[config.mk]
export PLATFORM = sky130hd
export DESIGN_NAME = alu_arbiter_2ch
export DESIGN_NICKNAME = d
export VERILOG_FILES = /design/src/rtl/alu_arbiter_2ch.sv
export SDC_FILE = /design/constraint.sdc
export NUM_CORES = 1
export LEC_CHECK = 0
export BUFFER_PORTS_ARGS = -buffer_cell sky130_fd_sc_hd__buf_2
export CORE_ASPECT_RATIO = 1.5
export CORE_MARGIN = 8
export CORE_UTILIZATION = 50
export CTS_CLUSTER_DIAMETER = 100
export DETAILED_ROUTE_END_ITERATION = 10
export PLACE_DENSITY = 0.79
export RECOVER_POWER = 100
export SKIP_CTS_REPAIR_TIMING = 1
export SLEW_MARGIN = 40
export SYNTH_ARGS = -nofsm -noshare
export SYNTH_HDL_FRONTEND = slang
export SYNTH_SLANG_ARGS = --single-unit
[constraint.sdc]
create_clock -name clk -period 3.2 [get_ports clk]
set_clock_uncertainty 0.05 [all_clocks]
set_input_delay 0.64 -clock clk [delete_from_list [all_inputs] [get_ports clk]]
set_output_delay 0.64 -clock clk [all_outputs]
set_load 0.01 [all_outputs]
[src/rtl/alu_arbiter_2ch.sv]
// Two-requester 8-bit ALU front end: round-robin arbitration, operand capture,
// and a fixed IDLE -> EXEC -> DONE sequence with registered result outputs.
module alu_arbiter_2ch (
  input  logic       clk,
  input  logic       reset,
  input  logic       req0,
  input  logic       req1,
  input  logic [2:0] sel0,
  input  logic [2:0] sel1,
  input  logic [7:0] a0,
  input  logic [7:0] b0,
  input  logic [7:0] a1,
  input  logic [7:0] b1,
  output logic       gnt0,
  output logic       gnt1,
  output logic       done,
  output logic       owner,
  output logic [7:0] y,
  output logic       cy,
  output logic       busy
);

  typedef enum logic [1:0] {IDLE, EXEC, DONE} state_t;

  typedef struct packed {
    logic [2:0] sel;
    logic [7:0] a;
    logic [7:0] b;
  } op_t;

  state_t         state;
  logic           ptr;
  op_t            op_q;
  op_t [1:0]      req_op;
  logic           win;
  logic [8:0]     res;

  assign req_op[0] = '{sel: sel0, a: a0, b: b0};
  assign req_op[1] = '{sel: sel1, a: a1, b: b1};

  // A lone requester wins outright; a tie goes to the priority pointer.
  assign win  = (req0 & req1) ? ptr : req1;
  assign busy = (state != IDLE);

  // res[8] carries the add carry-out or the subtract borrow.
  always_comb begin
    res = 9'h000;
    case (op_q.sel)
      3'b000: res = 9'h000;
      3'b001: res = {1'b0, op_q.a & op_q.b};
      3'b010: res = {1'b0, op_q.a | op_q.b};
      3'b011: res = {1'b0, op_q.a} + {1'b0, op_q.b};
      3'b100: res = {(op_q.a < op_q.b), 8'(op_q.a - op_q.b)};
      3'b101: res = {1'b0, op_q.a ^ op_q.b};
      3'b110: res = {1'b0, ~op_q.a};
      3'b111: res = 9'h0FF;
      default: res = 9'h000;
    endcase
  end

  always_ff @(posedge clk) begin
    if (reset) begin
      state <= IDLE;
      ptr   <= 1'b0;
      owner <= 1'b0;
      gnt0  <= 1'b0;
      gnt1  <= 1'b0;
      done  <= 1'b0;
      y     <= 8'h00;
      cy    <= 1'b0;
      op_q  <= '0;
    end else begin
      gnt0 <= 1'b0;
      gnt1 <= 1'b0;
      done <= 1'b0;
      case (state)
        IDLE: begin
          if (req0 | req1) begin
            op_q  <= req_op[win];
            owner <= win;
            gnt0  <= ~win;
            gnt1  <= win;
            state <= EXEC;
          end
        end
        EXEC: begin
          y     <= res[7:0];
          cy    <= res[8];
          done  <= 1'b1;
          ptr   <= ~owner;
          state <= DONE;
        end
        DONE:    state <= IDLE;
        default: state <= IDLE;
      endcase
    end
  end

endmodule

## Word level (Yosys, flattened, before mapping)

Cells that the tools add are included.

- Register bits: 35
- Input port bits: 42
- Output and inout port bits: 14
- Logic and storage cells: 46

- $add $sub $neg: 2
- Order comparisons: 2
- Eq/ne operators: 9
- Multiplexer cells: 7
- Bitwise logic cells: 10
- Reduce and logical (&&, ||, !) cells: 5

Operators by type and width:

| kind | count |
|---|---|
| $pmux 9 s8 | 1 |
| $mux 19 | 2 |
| $eq 3x3->1 const B | 4 |
| $add 8x8->9 | 1 |
| $and 8x8->8 | 1 |
| $lt 8x8->1 | 1 |
| $not 8->8 | 1 |
| $or 8x8->8 | 1 |
| $sub 8x8->8 | 1 |
| $xor 8x8->8 | 1 |
| $eq 3x2->1 const B | 2 |
| $not 1->1 | 4 |
| $pmux 2 s2 | 1 |
| $eq 3x1->1 const B | 1 |
| $logic_not 3->1 | 1 |
| $reduce_or 3->1 | 1 |
| $eq 2x1->1 const B | 1 |
| $logic_not 2->1 | 1 |
| $lt 1x2->1 const B | 1 |
| $mux 1 | 2 |
| $mux 2 | 1 |
| $ne 2x2->1 const B | 1 |
| $reduce_and 2->1 | 1 |
| $reduce_bool 2->1 | 1 |
| other kinds (2) | 2 |

## Logic depth before layout (Yosys ltp)

- Word-level depth: 4
- Depth in mapped cells: 9
- Gate-level depth less buffers: 9

## Least setup slack after synthesis

Ideal clock, no wire load.

- Kind: flip-flop to flip-flop
- From: register op_q[1] (netlist name)
- To: register y[7]
- Library setup time: 128 ps
- Arrival time: 1915 ps
- Required time: 3022 ps
- Path slack: 1107 ps
- Stages on the path, launching flop included: 9
- Buffers on the path: 0
- Clock period less this slack: 2093 ps
- Cell sequence: dfxtp_1 inv_1 ha_1 a211oi_2 nor2_1 or4_1 a31oi_1 xnor2_1 o211ai_2

- Cells in the longest elaborated chain, start to end: 2
- Elaborated cells on any way between the ends: 3
- Those cells by class: add/sub (2); mux (1)

RTL lines:

| item | RTL line | source |
|---|---|---|
| start, declared | 33 | `op_t op_q;` |
| start signal, assigned | 79 | `op_q <= req_op[win];` |
| $sub 8x8->8 / $add 8x8->9 (equally long branches) | 53, 52 |  |
| $pmux 9 s8 (*) | 48 | `case (op_q.sel)` |
| end signal, assigned | 87 | `y <= res[7:0];` |
| end, declared | 18 | `output logic [7:0] y,` |

Every way passes the cells marked *; elsewhere a longest branch is shown, timed or not.
A chain may end at the register's enable or synchronous reset.

## Worst setup path in the final report

Ends and elaborated chain as after synthesis.

==> impl_metrics.tcl <==
set metrics [dict create \
    outcome "completed" \
    wl_per_cell_um 16.7 \
    first_iter_violations 233 \
    postLayoutCoreUtil 0.589 \
    syn-cell-area_um2 2460 \
    syn_to_final_growth_pct 14.9 \
    ys_seq_area_frac 0.284 \
    dieArea_um2 7480 \
    portBuffers 55 \
    synth_area_leaders "dfxtp_1 (28%), ha_1 (12%), a222oi_1 (8.5%), inv_1 (6.4%), nor2_1 (3.8%)" \
    cts_buffers 5 \
    fin_crit_sh 0.732 \
    grt_antenna_before_repair 0 \
    hold_violations 0 \
    critical_path_class "flop to flop" \
    die_width_um 73.3 \
    rsz0062_at_grt "false" \
    slew_headroom 0.466 \
    critPathArrivalTime_ns 2.48 \
    power.density_nw_per_um2 476 \
    period_needed_ns 2.34 \
    yosys_most_used_dff "dfxtp_1" \
    grt_max_degree 22 \
    final_area_um2 2830 \
    max_freq_mhz 427 \
    syn-num-nets 372 \
    hold_start "cy" \
    synth_edf_count 0 \
    yosysUniqueCellTypes 55 \
    routed_wl_mm 6.92 \
    cts_tree "done" \
    synth_compound_area_frac 0.324 \
    io_pins 56 \
    drc 0 \
    worstPathMaxFanout 5 \
    clk_latency_ns 0.29 \
    globalplace.congestion 0.913 \
    initial_utilization 0.512 \
    synth_top_area_cell "dfxtp_1" \
    synth_top_area_share 0.284 \
    antenna_left 0 \
    viasPerCell 5.98 \
    syn_area_per_cell_um2 8.11 \
    cts_sinks 35 \
    cp-start-kind "flop" \
    hold_path_depth 2 \
    vias 2469 \
    crit_required_ns 3.33 \
    ys_ff_latch 35 \
    yosys_warnings 0 \
    coreArea_um2 4810 \
    rr_startpoint "op_q[1]" \
    drv_slew 0 \
    n_antenna_cell 0 \
    clk_path_buf_depth 2 \
    cts-root-buf "clkbuf_8" \
    layout-drive-gt1-share 0.159 \
    post_dp_cell_area_um2 2750 \
    num_rows 31 \
    grt_usage 0.188 \
    worstSetupEndpointType "flop" \
    synthesis.instances 304 \
    dp_hpwl_mm 5.35 \
    fin_cells 413 \
    hold_path.class "flop to flop" \
    async_flop_share 0 \
    tightest_slew_ns 0.800 \
    peakVddDrop_v 0.000400 \
    crit_start "op_q[1]" \
    fin_nets 414 \
    fin_tns_setup_ns 0 \
    synth_top_family_by_area "compound AO/OA/AOI/OAI gates" \
    htreeDepth 2 \
    clkTransAtPathRegs_ns 0.08 \
    die_h_um 102 \
    synth_fa_ha_area_frac 0.138 \
    leakagePower_nw 1.31 \
    placedCellCount 405 \
    grt_pass1_wl_mm 11.1 \
    fin_hold_ws_ns 0.411 \
    synth.area.mux_share 0.00812 \
    cap_violations 0 \
    synth_simple_gate_area_frac 0.132 \
    dr.pass1.iters 5 \
    first_global_vias 2392 \
    globalRoute.totalOverflow 0 \
    setup_viol 0 \
    yosys.area_share.xor_xnor 0.0107 \
    r2r_cells 8 \
]
## worst max-delay path: stages (launching register included)
cell	delay, ns
dfxtp_1	0.47
inv_1	0.11
ha_1	0.36
a211oi_1	0.22
nor2_1	0.11
or4_1	0.41
a31oi_1	0.24
xnor2_1	0.17
o211ai_2	0.10
## routing by layer
metal,wire (um),track usage,vias to the layer above
li1,-,-,1196
met1,2690,0.198,1170
met2,3570,0.332,84
met3,365,0.0373,19
met4,288,0.117,0
met5,0,0,-
## worst paths after layout
check	endpoint	slack [ns]
max	y[7]	0.86
min	cy	0.41
max reg2reg	y[7]	0.86
min reg2reg	cy	0.41
## cells by family (layout without fill, tap and decap cells)
family / after synthesis / after routing
compound gates: 105 / 105
simple gates: 69 / 69
mux: 2 / 2
fa+ha+maj: 26 / 26
xor+xnor: 3 / 3
flops: 35 / 35
buf+inv: 64 / 107
## through the flow
step / setup slack (ns) / power, W
6_report: 0.857 / 0.00135
5_1_grt: 0.626 / 0.00143
4_1_cts: 0.862 / 0.00135
3_5_place_dp: 0.871 / 0.000956
3_3_place_gp: 0.886 / 0.000942
2_1_floorplan: 1.11 / 0.000833
## report_power, final
part           switching, W  total (W)  internal (W)  leakage (nW)
Sequential        0.0000491   0.000519      0.000470         0.287
Combinational      0.000252   0.000427      0.000175         0.965
Clock              0.000170   0.000402      0.000232        0.0581
Total              0.000471    0.00135      0.000877          1.31
## area by class of cell
cell class                      count  area (um^2)
Clock buffer                        5         68.8
Fill cell                         473         1980
Multi-Input combinational cell    205         1510
Clock inverter                      3         43.8
Tap cell                           66         82.6
Timing Repair Buffer               57          269
Inverter                           42          158
Sequential cell                    35          701
## placed cells by master (no fill, tap or decap), types with 3 or more instances in the layout
master,synthesis,layout
inv_1,42,42
a21oi_1,17,17
a221oi_1,3,3
dfxtp_1,35,35
a222oi_1,21,21
nor2b_1,3,3
nor2_1,25,24
nor3_1,4,4
clkbuf_8,0,5
ha_1,24,24
o21bai_1,6,6
a211oi_1,5,6
o22ai_1,3,3
a22o_1,3,3
nand2b_1,5,5
buf_2,4,41
clkbuf_1,15,15
o21ai_0,15,15
a22oi_1,3,3
o41ai_1,3,3
a21o_1,4,4
and3_1,4,4
nand2_1,16,16
## flip-flops by register name (all words and copies together) (netlist names)
| signal | count |
|---|---|
| owner | 1 |
| done | 1 |
| cy | 1 |
| gnt1 | 1 |
| y | 8 |
| state | 2 |
| ptr | 1 |
| op_q | 19 |
| gnt0 | 1 |
## Yosys cell counts (3+ instances only)
master     n
inv_1     42
dfxtp_1   35
nor2_1    25
ha_1      24
a222oi_1  21
a21oi_1   17
nand2_1   16
clkbuf_1  15
o21ai_0   15
o21bai_1   6
a211oi_1   5
nand2b_1   5
a21o_1     4
and3_1     4
buf_2      4
nor3_1     4
a221oi_1   3
a22o_1     3
a22oi_1    3
nor2b_1    3
o22ai_1    3
o41ai_1    3
Note: power is estimated with default switching activity, not from simulation.
